File: src/rtl/wb_scoreboard_pkg.sv
// Shared types and defaults for the writeback scoreboard slice.
// Register indices are 5 bits; register 0 is hardwired zero.
package wb_scoreboard_pkg;

  localparam int NREG_DEF   = 32;
  localparam int CNT_W_DEF  = 2;
  localparam int STAT_W_DEF = 16;
  localparam int DATA_W     = 32;

  typedef logic [4:0] reg_idx_t;

  localparam reg_idx_t REG_ZERO = 5'd0;

endpackage

File: src/rtl/wb_scoreboard_sb_counter_bank.sv
// Pending-write counters for registers 1..NREG-1, with read ports for the
// issuing instruction's rs/rt/rd and the retiring writeback register.
module sb_counter_bank
  import wb_scoreboard_pkg::*;
#(
  parameter int NREG  = NREG_DEF,
  parameter int CNT_W = CNT_W_DEF
) (
  input  logic             clk,
  input  logic             reset,
  input  logic [NREG-1:1]  inc,
  input  logic [NREG-1:1]  dec,
  input  reg_idx_t         rs_idx,
  input  reg_idx_t         rt_idx,
  input  reg_idx_t         rd_idx,
  input  reg_idx_t         wb_idx,
  output logic [CNT_W-1:0] rs_cnt,
  output logic [CNT_W-1:0] rt_cnt,
  output logic [CNT_W-1:0] rd_cnt,
  output logic [CNT_W-1:0] wb_cnt
);

  logic [CNT_W-1:0] cnt_q [NREG];

  // A retire against an empty counter is ignored here; the top flags it.
  always_ff @(posedge clk or posedge reset) begin
    if (reset) begin
      for (int r = 0; r < NREG; r++) cnt_q[r] <= '0;
    end else begin
      cnt_q[0] <= '0;
      for (int r = 1; r < NREG; r++) begin
        if (inc[r] && !(dec[r] && cnt_q[r] != '0))
          cnt_q[r] <= cnt_q[r] + 1'b1;
        else if (!inc[r] && dec[r] && cnt_q[r] != '0)
          cnt_q[r] <= cnt_q[r] - 1'b1;
      end
    end
  end

  assign rs_cnt = cnt_q[rs_idx];
  assign rt_cnt = cnt_q[rt_idx];
  assign rd_cnt = cnt_q[rd_idx];
  assign wb_cnt = cnt_q[wb_idx];

endmodule

File: src/rtl/wb_scoreboard.sv
// Issue-side register scoreboard: stalls ID on pending writes, bypasses the
// retiring writeback value to rs/rt, and keeps error/stall statistics.
module wb_scoreboard
  import wb_scoreboard_pkg::*;
#(
  parameter int NREG   = NREG_DEF,
  parameter int CNT_W  = CNT_W_DEF,
  parameter int STAT_W = STAT_W_DEF
) (
  input  logic              clk,
  input  logic              reset,
  input  logic              issue_valid,
  input  reg_idx_t          issue_rs,
  input  reg_idx_t          issue_rt,
  input  logic              use_rs,
  input  logic              use_rt,
  input  logic              issue_regwrite,
  input  reg_idx_t          issue_rd,
  input  logic              wb_RegWrite,
  input  reg_idx_t          wb_write_reg,
  input  logic [DATA_W-1:0] wb_data,
  output logic              stall,
  output logic              issue_fire,
  output logic              fwd_rs,
  output logic              fwd_rt,
  output logic [DATA_W-1:0] fwd_rs_data,
  output logic [DATA_W-1:0] fwd_rt_data,
  output logic              sb_error,
  output logic [STAT_W-1:0] stall_cycles
);

  localparam logic [CNT_W-1:0] CNT_MAX = '1;
  localparam logic [CNT_W-1:0] CNT_ONE = CNT_W'(1);

  function automatic logic [STAT_W-1:0] sat_inc(input logic [STAT_W-1:0] v);
    return (v == '1) ? v : v + 1'b1;
  endfunction

  function automatic logic wb_hit(input reg_idx_t r);
    return wb_RegWrite && (wb_write_reg == r) && (r != REG_ZERO);
  endfunction

  logic [NREG-1:1]  inc_v;
  logic [NREG-1:1]  dec_v;
  logic [CNT_W-1:0] rs_cnt, rt_cnt, rd_cnt, wb_cnt;
  logic             hazard_rs, hazard_rt, overflow;
  logic             sb_error_q;
  logic [STAT_W-1:0] stall_cycles_q;

  sb_counter_bank #(
    .NREG  (NREG),
    .CNT_W (CNT_W)
  ) u_bank (
    .clk    (clk),
    .reset  (reset),
    .inc    (inc_v),
    .dec    (dec_v),
    .rs_idx (issue_rs),
    .rt_idx (issue_rt),
    .rd_idx (issue_rd),
    .wb_idx (wb_write_reg),
    .rs_cnt (rs_cnt),
    .rt_cnt (rt_cnt),
    .rd_cnt (rd_cnt),
    .wb_cnt (wb_cnt)
  );

  // A single pending write that retires this cycle is bypassed; a count of
  // two or more means a younger write is still in flight, so hold the stall.
  assign hazard_rs = use_rs && (issue_rs != REG_ZERO) && (rs_cnt != '0) &&
                     !((rs_cnt == CNT_ONE) && wb_hit(issue_rs));
  assign hazard_rt = use_rt && (issue_rt != REG_ZERO) && (rt_cnt != '0) &&
                     !((rt_cnt == CNT_ONE) && wb_hit(issue_rt));
  assign overflow  = issue_regwrite && (issue_rd != REG_ZERO) &&
                     (rd_cnt == CNT_MAX) && !wb_hit(issue_rd);

  assign stall      = issue_valid && (hazard_rs || hazard_rt || overflow);
  assign issue_fire = issue_valid && !stall;

  assign fwd_rs = use_rs && (issue_rs != REG_ZERO) && (rs_cnt == CNT_ONE) && wb_hit(issue_rs);
  assign fwd_rt = use_rt && (issue_rt != REG_ZERO) && (rt_cnt == CNT_ONE) && wb_hit(issue_rt);
  assign fwd_rs_data = fwd_rs ? wb_data : '0;
  assign fwd_rt_data = fwd_rt ? wb_data : '0;

  always_comb begin
    inc_v = '0;
    dec_v = '0;
    for (int r = 1; r < NREG; r++) begin
      inc_v[r] = issue_fire && issue_regwrite && (issue_rd == reg_idx_t'(r));
      dec_v[r] = wb_RegWrite && (wb_write_reg == reg_idx_t'(r));
    end
  end

  always_ff @(posedge clk or posedge reset) begin
    if (reset) begin
      sb_error_q     <= 1'b0;
      stall_cycles_q <= '0;
    end else begin
      if (wb_hit(wb_write_reg) && (wb_cnt == '0)) sb_error_q <= 1'b1;
      if (stall) stall_cycles_q <= sat_inc(stall_cycles_q);
    end
  end

  assign sb_error     = sb_error_q;
  assign stall_cycles = stall_cycles_q;

endmodule

File: config.mk
export PLATFORM = sky130hd
export DESIGN_NAME = wb_scoreboard
export DESIGN_NICKNAME = d
export VERILOG_FILES = /design/src/rtl/wb_scoreboard_pkg.sv /design/src/rtl/wb_scoreboard_sb_counter_bank.sv /design/src/rtl/wb_scoreboard.sv
export SDC_FILE = /design/constraint.sdc
export NUM_CORES = 1
export LEC_CHECK = 0
export ABC_AREA = 0
export BUFFER_PORTS_ARGS = -buffer_cell sky130_fd_sc_hd__clkbuf_2
export CAP_MARGIN = 30
export CELL_PAD_IN_SITES_DETAIL_PLACEMENT = 0
export CELL_PAD_IN_SITES_GLOBAL_PLACEMENT = 1
export CORE_UTILIZATION = 42
export DETAILED_ROUTE_END_ITERATION = 8
export HOLD_SLACK_MARGIN = 0.02
export PLACE_DENSITY = 0.93
export SETUP_SLACK_MARGIN = 0.02
export SYNTH_ARGS = -nofsm -noshare
export SYNTH_HDL_FRONTEND = slang
export SYNTH_SLANG_ARGS = --single-unit
File: constraint.sdc
create_clock -name clk -period 4.27 [get_ports clk]
set_input_delay 0.854 -clock clk [delete_from_list [all_inputs] [get_ports clk]]
set_output_delay 0.854 -clock clk [all_outputs]
set_load 0.01 [all_outputs]
==> flow_summary_export.csv <==
group,metric,value,unit
cts,worst_skew_pair.late_latency,0.35,ns
place,numPortBuffers,143,
run_status,status,"completed",
sta,fin_crit_sh,96.23,%
final_layout,finalInstanceArea,8367,um^2
floorplan,placementRows,47,
sta,fin_hold_ws,0.4774,ns
yosys,synth_top_area_share,28.02,%
yosys,synth-edff-count,0,
final_layout,multi_input_comb_area,4800,um^2
detailed_routing,routedWlPerCell,18.38,um
cts,cts_buffers,9,
yosys,synth_area_leaders,"dfrtp_1 28%, mux4_2 11%, and2_1 8.8%, nand2_1 6.7%, xor2_1 5.6%",
sta,finalHoldViolations,0,
place,placed_area,8045,um^2
pwr,p_total,0.002572,W
worst_hold_path,hold_path.class,"in -> async",
floorplan,dieArea,17320,um^2
setup_path,crit_required,3.42,ns
yosys,yosysMostFrequentCell,"nand2_1",
cts,path_clk_slew,0.07,ns
setup_path,cp-start-kind,"primary input",
floorplan,io_pins,144,
setup_path,cp_common_cell,"clkbuf_2",
final_layout,antenna_cells,0,
sta,fin_tns_setup,0,ns
floorplan,die_x,131.6,um
detailed_routing,vias,7018,
floorplan,core_area,16470,um^2
final_layout,final_cells,1198,
yosys,yosysUniqueCellTypes,52,
yosys,ys_ff_latch,79,
yosys,avgSynthCellArea,8.398,um^2
cts,cts_tree,"done",
yosys,synth_area,7054,um^2
cts,cts.sinks,79,
detailed_routing,viasPerCell,5.858,
final_layout,nets,1033,
cts,cts_max_path_buffers,2,
place,gp_congestion,0.9459,
sta,finClkSkew,0.007015,ns
sta,slew_viol_final,0,
yosys,synth_common_cells,"125 x nand2_1, 99 x and2_1, 91 x nor2_1",
cts,root_buffer,"clkbuf_16",
global_route,antenna_found_initial,0,
global_route,grt.total_usage,25.91,%
detailed_routing,wirelength,22020,um
setup_path,worst-path-buf-inv,4,
detailed_routing,drt_pre_antenna_iters,5,
final_layout,drive_above_1_share,24.95,%
final_layout,ff_latch_area,1977,um^2
final_layout,syn2layout_area_growth,18.61,%
place,dpl.hpwl,16740,um
yosys,ys.flop_type,"dfrtp_1",
setup_path,endpoint_kind,"output pin",
sta,maxSlewHeadroom,65.76,%
global_route,grt_overflow,0,
yosys,synth_nets,900,
global_route,grt_max_degree,44,
cts,cts_hold_buf,0,
yosys,synthArstFlopShare,100.0,%
floorplan,dieHeight,131.6,um
setup_path,slowest_stage,"mux2_2",
detailed_routing,dr.first_iter.drc_count,533,
detailed_routing,ant_nets,0,
setup_path,critical_path_class,"in -> out",
pwr,p_per_area,307.4,nW/um^2
yosys,ys_seq_area_share,28.02,%
pwr,ir_drop,281.0,uV
yosys,syn_inst,840,
setup_path,cp_cell_sequence,"clkbuf_2, mux2_2, a221o_1, o2111ai_1, o311ai_1, a21oi_1, inv_1, nor4_2, buf_6, and2_1, clkbuf_2",
floorplan,start_util,42.84,%
global_route,grt_pass1_wl,34730,um
pwr,leakagePower,3.659,nW
setup_path,worst-path-max-fanout,33,
detailed_routing,drc_errors,0,
yosys,post-synth-top-area-cell,"dfrtp_1",
sta,grt_setup_unrepaired,"no",
sta,clock.fmax,243.4,MHz
yosys,ys_warn_count,0,
global_route,grt_pass1_vias,6410,
sta,fin_crit,4.109,ns
sta,finalSetupViolCount,0,
setup_path,cp.arrival,3.25,ns
final_layout,fillers,1549,
setup_path,max_stage_delay,0.37,ns
cts,cts_max_level,3,
sta,tightestPinTransition,0.5007,ns
flow_run,max-cap-violations,0,
place,place_inst,1181,
setup_path,worst_path_dominant_cell_family,"compound AO/OA/AOI/OAI gates",
-- final cells by class --
class / count / area share [%]
inverters: 8 / 0.3739
flip-flops and latches: 79 / 23.63
clock inverters: 6 / 0.9272
clock buffers: 10 / 2.737
repair buffers: 172 / 11.68
multi-input cells: 703 / 57.37
well taps: 220 / 3.290
-- stage by stage --
| step | setup WS [ns] | util (%) |
|---|---|---|
| 6_report | 0.1612 | 50.81 |
| 5_1_grt | 0.02092 | 50.81 |
| 4_1_cts | 0.1291 | 50.74 |
| 3_5_place_dp | 0.01353 | 48.86 |
| 3_3_place_gp | 0.08170 | 48.86 |
| 2_1_floorplan | 0.2617 | - |
-- timing repair --
item	in CTS	in global routing
buffers inserted	0	1
pin swaps	0	1
cloned	0	0
endpoints found under the hold margin	0	0
gates resized for setup	1	3
endpoints found under the setup margin	14	33
-- cell usage in the layout (no fill, tap or decap), types with 23 or more instances in the layout --
cell type,netlist,final
o21ai_0,48,48
nor3b_1,31,31
o211ai_1,33,33
dfrtp_1,79,79
mux2i_1,23,23
clkbuf_2,0,141
mux4_2,35,35
nor2_1,91,91
nand2_1,125,125
buf_4,6,25
xor2_1,45,45
and2_1,99,99
-- worst reg2reg max path: cells and delay by family, from the launching register on --
kind / cells / cell delay (ns)
flops: 1 / 0.48
compound gates: 2 / 0.30
simple gates: 2 / 0.42
mux: 3 / 1.32
buf+inv: 3 / 0.58
-- registers in the layout, summed over array words and instances (netlist names) --
signal,count
sb_error,1
stall_cycles,16
u_bank.cnt_q,62
-- layer usage --
metal  part of all wire, %  vias up  global-route usage [%]
met5                     0        -                       0
met4                   3.9        0                   13.11
met3                    10       62                   6.520
met2                    46      409                   40.77
met1                    40     3310                   32.91
li1                      -     3237                       -
-- report_power, final --
part           leakage, nW  switching, W  internal [W]
Sequential            1.07      0.000190      0.000845
Clock                0.147      0.000344      0.000464
Combinational         2.44      0.000385      0.000343
Total                 3.66      0.000919       0.00165
-- final timing paths --
kind,start,endpoint,slack (ns),depth (start not counted)
setup / recovery,issue_rs[1],fwd_rs_data[5],0.16,11
hold / removal,reset,u_bank.cnt_q[51],0.48,2
setup reg to reg,u_bank.cnt_q[2],stall_cycles[1],1.08,10
hold reg to reg,stall_cycles[10],stall_cycles[10],0.48,1
max in group asynchronous,reset,u_bank.cnt_q[45],2.98,3
min in group clk,stall_cycles[10],stall_cycles[10],0.48,1
-- kinds of logic after synthesis --
kind of cell	count (synthesis)	share of synthesized area, %
adder cells (fa/ha/maj)	1	0.1773
multiplexers	69	16.19
AO/OA/AOI/OAI	132	12.15
AND/OR/NAND/NOR	443	32.14
flip-flops	79	28.02
XOR/XNOR	58	7.201
buffers and inverters	58	4.115
Power figures use the tool's default switching activity.
